## src/rtl/mux_nx1_scan.sv

```systemverilog
`default_nettype none
// ---------------------------------------------------------------------------
// mux_nx1_scan : registered N:1 mux, direct select or round-robin auto-scan.
// Optional macro MUX_SCAN_MASK_EN adds skip_mask_i for scan stepping. Rev 1.0
// ---------------------------------------------------------------------------
module mux_nx1_scan #(
  parameter  int N    = 8,
  parameter  int W    = 1,
  localparam int SELW = $clog2(N)
) (
  input  logic              clk,
  input  logic              rst,
  input  logic [N*W-1:0]    i_i,
  input  logic [SELW-1:0]   s_i,
  input  logic              mode_i,
  input  logic              load_i,
  input  logic              en_i,
`ifdef MUX_SCAN_MASK_EN
  input  logic [N-1:0]      skip_mask_i,
`endif
  output logic [W-1:0]      y_o,
  output logic [SELW-1:0]   y_sel_o,
  output logic              valid_o,
  output logic              wrap_o,
  output logic              err_o
);

  localparam logic [SELW-1:0] LAST = SELW'(N - 1);

  logic [W-1:0] ch [N];

  genvar k;
  generate
    for (k = 0; k < N; k++) begin : g_ch
      assign ch[k] = i_i[k*W +: W];
    end
  endgenerate

  logic [W-1:0]    y_q, y_d;
  logic [SELW-1:0] y_sel_q, y_sel_d;
  logic [SELW-1:0] ptr_q, ptr_d;
  logic            valid_q, valid_d;
  logic            wrap_q, wrap_d;
  logic            err_q, err_d;

  logic            step;
  logic [SELW-1:0] idx;
  logic            oor;
  logic [SELW-1:0] inc;
  logic [SELW-1:0] nxt;
  logic            nxt_wrap;
  logic            none_free;
`ifdef MUX_SCAN_MASK_EN
  logic            found;
  int              cand;
`endif

  always_comb begin
    step      = mode_i & ~load_i;
    idx       = step ? ptr_q : s_i;
    oor       = int'(idx) >= N;
    inc       = (idx == LAST) ? '0 : idx + 1'b1;
    nxt       = inc;
    nxt_wrap  = (idx == LAST);
    none_free = 1'b0;
`ifdef MUX_SCAN_MASK_EN
    // First unmasked channel strictly after ptr, searching modulo N.
    nxt       = ptr_q;
    found     = 1'b0;
    cand      = 0;
    none_free = &skip_mask_i;
    for (int n = 1; n <= N; n++) begin
      cand = (int'(ptr_q) + n) % N;
      if (!found && !skip_mask_i[cand]) begin
        nxt   = SELW'(cand);
        found = 1'b1;
      end
    end
    nxt_wrap  = found && (nxt <= ptr_q);
`endif
  end

  always_comb begin
    y_d     = y_q;
    y_sel_d = y_sel_q;
    ptr_d   = ptr_q;
    valid_d = 1'b0;
    wrap_d  = 1'b0;
    err_d   = 1'b0;
    if (en_i) begin
      if (step && none_free) begin
        err_d = 1'b1;
      end else if (oor) begin
        y_d     = '0;
        y_sel_d = idx;
        valid_d = 1'b1;
        err_d   = 1'b1;
        ptr_d   = '0;
      end else begin
        y_d     = ch[idx];
        y_sel_d = idx;
        valid_d = 1'b1;
        if (!mode_i) begin
          ptr_d = idx;
        end else if (load_i) begin
          ptr_d  = inc;
          wrap_d = (idx == LAST);
        end else begin
          ptr_d  = nxt;
          wrap_d = nxt_wrap;
        end
      end
    end
  end

  always_ff @(posedge clk) begin
    if (rst) begin
      y_q     <= '0;
      y_sel_q <= '0;
      ptr_q   <= '0;
      valid_q <= 1'b0;
      wrap_q  <= 1'b0;
      err_q   <= 1'b0;
    end else begin
      y_q     <= y_d;
      y_sel_q <= y_sel_d;
      ptr_q   <= ptr_d;
      valid_q <= valid_d;
      wrap_q  <= wrap_d;
      err_q   <= err_d;
    end
  end

  assign y_o     = y_q;
  assign y_sel_o = y_sel_q;
  assign valid_o = valid_q;
  assign wrap_o  = wrap_q;
  assign err_o   = err_q;

endmodule
`default_nettype wire
```

## config.mk

```make
export PLATFORM = sky130hd
export DESIGN_NAME = mux_nx1_scan
export DESIGN_NICKNAME = d
export VERILOG_FILES = /design/src/rtl/mux_nx1_scan.sv
export SDC_FILE = /design/constraint.sdc
export NUM_CORES = 1
export LEC_CHECK = 0
export ABC_AREA = 1
export BUFFER_PORTS_ARGS = -buffer_cell sky130_fd_sc_hd__buf_2
export CAP_MARGIN = 20
export CORE_UTILIZATION = 45
export CTS_BUF_LIST = sky130_fd_sc_hd__clkbuf_8
export DETAILED_ROUTE_END_ITERATION = 12
export PLACE_DENSITY_LB_ADDON = 0.08
export RECOVER_POWER = 100
export REMOVE_ABC_BUFFERS = 1
export SLEW_MARGIN = 20
export SYNTH_ARGS = -nofsm -noshare
export SYNTH_HDL_FRONTEND = slang
export SYNTH_SLANG_ARGS = --single-unit
```

## constraint.sdc

```tcl
create_clock -name clk -period 1.3 [get_ports clk]
set_clock_uncertainty 0.05 [all_clocks]
set_input_delay 0.065 -clock clk [delete_from_list [all_inputs] [get_ports clk]]
set_output_delay 0.065 -clock clk [all_outputs]
set_load 0.005 [all_outputs]
```

==> impl_metrics.tcl, run 1 <==
set metrics [dict create \
    clockBufferDepth 2 \
    layout_commonest_cell "buf_2" \
    path_cells "inv_2 > nand3_4 > nand2_4 > nor2_2 > ha_1 > a21oi_1 > a21oi_1" \
    startpoint "ptr_q[0]" \
    drive_above_1_share_pct 38.74 \
    die_height_um 39.62 \
    required_ps 1370 \
    viasPerCell 4.857 \
    diodes 0 \
    placed_area_um2 772.0 \
    clock_power_share_pct 37.9 \
    whs_ps -3.302 \
    cts_hold_buf 0 \
    switching_share_pct 27.85 \
    rr_worst_depth 7 \
    clock_sinks 9 \
    finalCritPeriodShare_pct 95.35 \
    yosysSeqAreaShare_pct 28.29 \
    violations "hold timing" \
    core-area_mm2 0.001301 \
    synth_cells 83 \
    grt_overflow 0 \
    first_pass_iters 5 \
    cp_slowest_cell "dfxtp_2" \
    hold_class "in2reg" \
    maxCapViolations 0 \
    setup_tns_ps 0 \
    critPathBufInv 1 \
    final_util_pct 63.37 \
    reg2reg_from "ptr_q[0]" \
    worstSetupPathDepth 7 \
    routed_wl_um 1320 \
    p_leak_nw 0.4419 \
    design_area_um2 824.5 \
    clk-insertion-delay-late_ps 230 \
    die_w_um 39.62 \
    grt_first_pass_wirelength_um 1945 \
    cts_buffers 3 \
    num_io_pins 23 \
    synth.distinct_cells 26 \
    final_antenna_net_count 0 \
    antenna_found_initial 0 \
    rows 13 \
    synth_seq_cells 9 \
    path_class "reg2reg" \
    crit_path_max_incr_delay_ps 320 \
    globalplace.congestion 0.8197 \
    final_cell_mix "buf_2 (17), nand2_1 (15), inv_1 (14)" \
    root_buffer "clkbuf_8" \
    nets 129 \
    area_growth_pct 29.47 \
    drt_first_iter_violations 14 \
    grt_pass1_vias 497 \
    fin_crit_ps 1240 \
    io_buffers 21 \
    synthesis.area_per_instance_um2 7.673 \
    endpoint "ptr_q[2]" \
    r2r_slack_ps 60 \
    switchingPower_mw 0.2284 \
    powerDensity_mw_per_mm2 994.7 \
    path_delay_family "flip-flops" \
    power_frac_seq_pct 37.5 \
    slew_violations 0 \
    clkTransAtPathRegs_ps 40 \
    start_kind "flop" \
    rsz0062_at_grt "false" \
    syn_area_um2 636.9 \
    wire_per_inst_um 10.48 \
    ys_warn_count 0 \
    crit_top_cell "a21oi_1" \
    finalSetupViolCount 0 \
    finalHoldViolations 2 \
    ir_worst_vdd_v 0.0007426 \
    start_util_pct 48.94 \
    pwr-share-comb_pct 24.6 \
    dr_total_vias 612 \
    cp.arrival_ps 1310 \
    worst_setup_path_end_kind "flop" \
    place_hpwl_um 1064 \
    grt.total_usage_pct 18.59 \
    cts_tree "done" \
    critPathMaxFanout 3 \
    grt_max_degree 9 \
    rr_endpoint "ptr_q[2]" \
    cts_max_level 1 \
    holdCritStartpoint "rst" \
    drc 0 \
    outcome "finished, violations left" \
    max_freq_mhz 806.7 \
    die_area_mm2 0.001570 \
    internal-power_mw 0.5918 \
]
==> layer usage <==
| layer | vias up | GRT usage, % | part of all wire (%) |
|---|---|---|---|
| met4 | 0 | 5.172 | 1.4 |
| met5 | - | 0 | 0 |
| met1 | 263 | 21.77 | 46 |
| li1 | 321 | - | - |
| met2 | 23 | 32.38 | 46 |
| met3 | 5 | 5.114 | 5.8 |
==> registers in the layout, indices dropped and copies added, names as in the netlist <==
signal,flops
ptr_q,3
valid_o,1
wrap_o,1
y_o,1
y_sel_o,3
==> area by class of cell <==
class | count | area, µm²
clock buffers | 3 | 41.29
clock inverters | 1 | 3.754
fillers | 143 | 476.7
inverters | 16 | 67.56
multi-input cells | 56 | 372.9
flip-flops and latches | 9 | 182.7
well taps | 15 | 18.77
repair buffers | 26 | 137.6
==> kinds of logic (layout without fill, tap and decap cells) <==
kind of cell,after synthesis,after routing,synth area share (%)
compound gates,11,11,13.16
fa+ha+maj,1,1,1.964
buf+inv,18,46,13.56
flops,9,9,28.29
other cells,1,1,0.5888
simple gates,43,43,42.44
==> cell usage after synthesis <==
cell / number / area share, %
nand2_4: 4 / 7.1
and3_1: 1 / 0.98
ha_1: 1 / 2.0
buf_4: 1 / 1.2
buf_6: 1 / 1.8
nor2_1: 4 / 2.4
a211oi_2: 1 / 2.0
inv_4: 1 / 0.98
dfxtp_1: 9 / 28
inv_1: 13 / 7.7
nand3b_1: 3 / 3.5
a21oi_1: 4 / 3.1
conb_1: 1 / 0.59
inv_2: 1 / 0.59
nand2_2: 1 / 0.98
o211ai_1: 2 / 2.4
nand3_4: 1 / 2.8
a31oi_4: 1 / 3.3
o21ai_0: 2 / 1.6
clkinv_4: 1 / 1.4
or2_1: 1 / 0.98
nand2_1: 15 / 8.8
nand3_2: 3 / 4.7
nand2_8: 1 / 3.1
o21ai_1: 1 / 0.79
nand3_1: 9 / 7.1
==> worst min-delay path by stage <==
stage                     endpoint  slack (ps)  cells past startpoint
after floorplan           ptr_q[0]          80                      1
after global placement    ptr_q[0]         240                      2
after detailed placement  ptr_q[1]         240                      2
after CTS                 ptr_q[1]           3                      2
after global routing      ptr_q[0]           7                      2
final                     ptr_q[0]          -3                      2
==> metrics by stage <==
stage	hold slack, ps	power (mW)	worst slack (ps)	instances
finish	-3.302	0.8202	60.44	126
global route	7.236	0.8696	17.37	126
CTS	3.399	0.8195	20.77	125
detailed placement	243.0	0.5095	28.27	121
global placement	238.2	0.5060	50.59	121
floorplan	84.07	0.4307	57.89	81
==> power groups by stage <==
| stage | clock network, mW | registers, mW | logic (mW) |
|---|---|---|---|
| finish | 0.311 | 0.308 | 0.202 |
| global route | 0.336 | 0.310 | 0.223 |
| CTS | 0.314 | 0.306 | 0.200 |
| detailed placement | 0 | 0.310 | 0.199 |
| global placement | 0 | 0.309 | 0.197 |
| floorplan | 0 | 0.311 | 0.120 |
==> what timing repair did <==
action | 4_1_cts | 5_1_grt
endpoints found under the setup margin | 0 | 3
gates resized for setup | 0 | 4
setup buffers | 0 | 1
(Power assumes the default switching activity.)
==> run 2, diff against run 1 <==
clock period = 1.11 ns   (was 1.3 ns; I/O delays follow)
==> impl_metrics.tcl, run 2 (synthesized netlist as in run 1, its figures left out) <==
set metrics [dict create \
    start_util_pct 48.94 \
    io_buffers 21 \
    maxCapViolations 0 \
    place_hpwl_um 1147 \
    root_buffer "clkbuf_8" \
    clkTransAtPathRegs_ps 40 \
    viasPerCell 4.756 \
    area_growth_pct 45.58 \
    ir_worst_vdd_v 0.0009815 \
    finalHoldViolations 0 \
    final_antenna_net_count 0 \
    antenna_found_initial 0 \
    grt_pass1_vias 583 \
    p_leak_nw 0.4871 \
    die_w_um 39.62 \
    slew_violations 0 \
    cts_tree "done" \
    grt_max_degree 9 \
    r2r_slack_ps -120 \
    violations "setup timing" \
    grt_first_pass_wirelength_um 2332 \
    outcome "finished, violations left" \
    num_io_pins 23 \
    drt_first_iter_violations 7 \
    path_class "reg2reg" \
    diodes 0 \
    nets 138 \
    reg2reg_from "ptr_q[1]" \
    finalWorstSetupSlack_ps -122.2 \
    hold_class "in2reg" \
    max_freq_mhz 811.6 \
    drive_above_1_share_pct 45.00 \
    whs_ps 41.95 \
    required_ps 1180 \
    rr_endpoint "ptr_q[2]" \
    drc 0 \
    wire_per_inst_um 11.66 \
    post-place-ws_ps -156.6 \
    core-area_mm2 0.001301 \
    final_cell_mix "buf_2 (17), nand2_1 (15), inv_1 (13)" \
    cp_slowest_cell "dfxtp_2" \
    crit_path_max_incr_delay_ps 330 \
    path_cells "nand3_2 > nand2_4 > clkinv_4 > nor2_4 > ha_4 > a21oi_2 > a21oi_1" \
    finalSetupViolCount 5 \
    fin_crit_ps 1232 \
    clockBufferDepth 2 \
    die_height_um 39.62 \
    die_area_mm2 0.001570 \
    cp.arrival_ps 1300 \
    globalplace.congestion 0.7977 \
    cts_buffers 3 \
    hold_depth 3 \
    worst_setup_path_end_kind "flop" \
    finalCritPeriodShare_pct 111.0 \
    rsz0062_at_grt "true" \
    start_kind "flop" \
    holdCritStartpoint "s_i[2]" \
    cts_max_level 1 \
    layout_commonest_cell "buf_2" \
    rows 13 \
    clock_sinks 9 \
    dr_total_vias 642 \
    grt_overflow 0 \
    grt.total_usage_pct 22.73 \
    critPathMaxFanout 2 \
    worstHoldEndpoint "ptr_q[2]" \
    rr_worst_depth 7 \
    powerDensity_mw_per_mm2 1088 \
    first_pass_iters 2 \
    routed_wl_um 1574 \
    clk-insertion-delay-late_ps 230 \
]
[run 2: how the worst max path moves through the flow]
stage                  start       end  slack [ps]
floorplan           ptr_q[0]  ptr_q[2]        -130
global placement    ptr_q[1]  ptr_q[2]        -110
detailed placement  ptr_q[1]  ptr_q[2]        -160
CTS                 ptr_q[1]  ptr_q[2]        -130
global route        ptr_q[1]  ptr_q[2]        -170
finish              ptr_q[1]  ptr_q[2]        -120
[run 2: timing repair]
| item | 4_1_cts | 5_1_grt |
|---|---|---|
| gates resized for setup | 6 | 2 |
| setup endpoints to repair | 5 | 7 |
| buffers inserted | 1 | 2 |
| hold buffers | 2 | 0 |
| pin swaps | 8 | 4 |
| endpoints found under the hold margin | 2 | 0 |
[run 2: metrics by stage]
stage                     setup TNS [ps]  total power [mW]  instance area (µm²)  utilization, %  instances
final                             -302.2             1.009                927.1           71.25        135
after global routing              -606.0             1.070                927.1           71.25        135
after CTS                         -293.7             1.003                899.6           69.13        133
after detailed placement          -399.3            0.6185                817.0           62.79        127
after global placement            -238.1            0.6117                817.0           62.79        127
after floorplan                   -132.1            0.5045                618.1               -         81
[run 2: power breakdown]
part	switching, mW	internal (mW)
Combinational	0.154	0.138
Clock	0.118	0.240
Sequential	0.0108	0.348
[run 2: per-layer routing]
layer | wire length [µm] | track usage [%]
met5 | 0 | 0
met4 | 24 | 7.759
met3 | 65 | 5.114
met2 | 847 | 43.03
met1 | 637 | 23.89
[run 2: area by class of cell]
type | instances | area [µm²]
well taps | 15 | 18.77
inverters | 16 | 67.56
multi-input cells | 56 | 404.1
flip-flops and latches | 9 | 181.4
fillers | 113 | 374.1
clock buffers | 3 | 41.29
clock inverters | 1 | 3.754
repair buffers | 35 | 210.2
[run 2: worst max-delay path: cells and delay by family, from the launching register on]
family          cells  cell delay (ps)
flops               1              330
compound gates      2              200
fa+ha+maj           1              200
simple gates        3              280
buf+inv             1               60
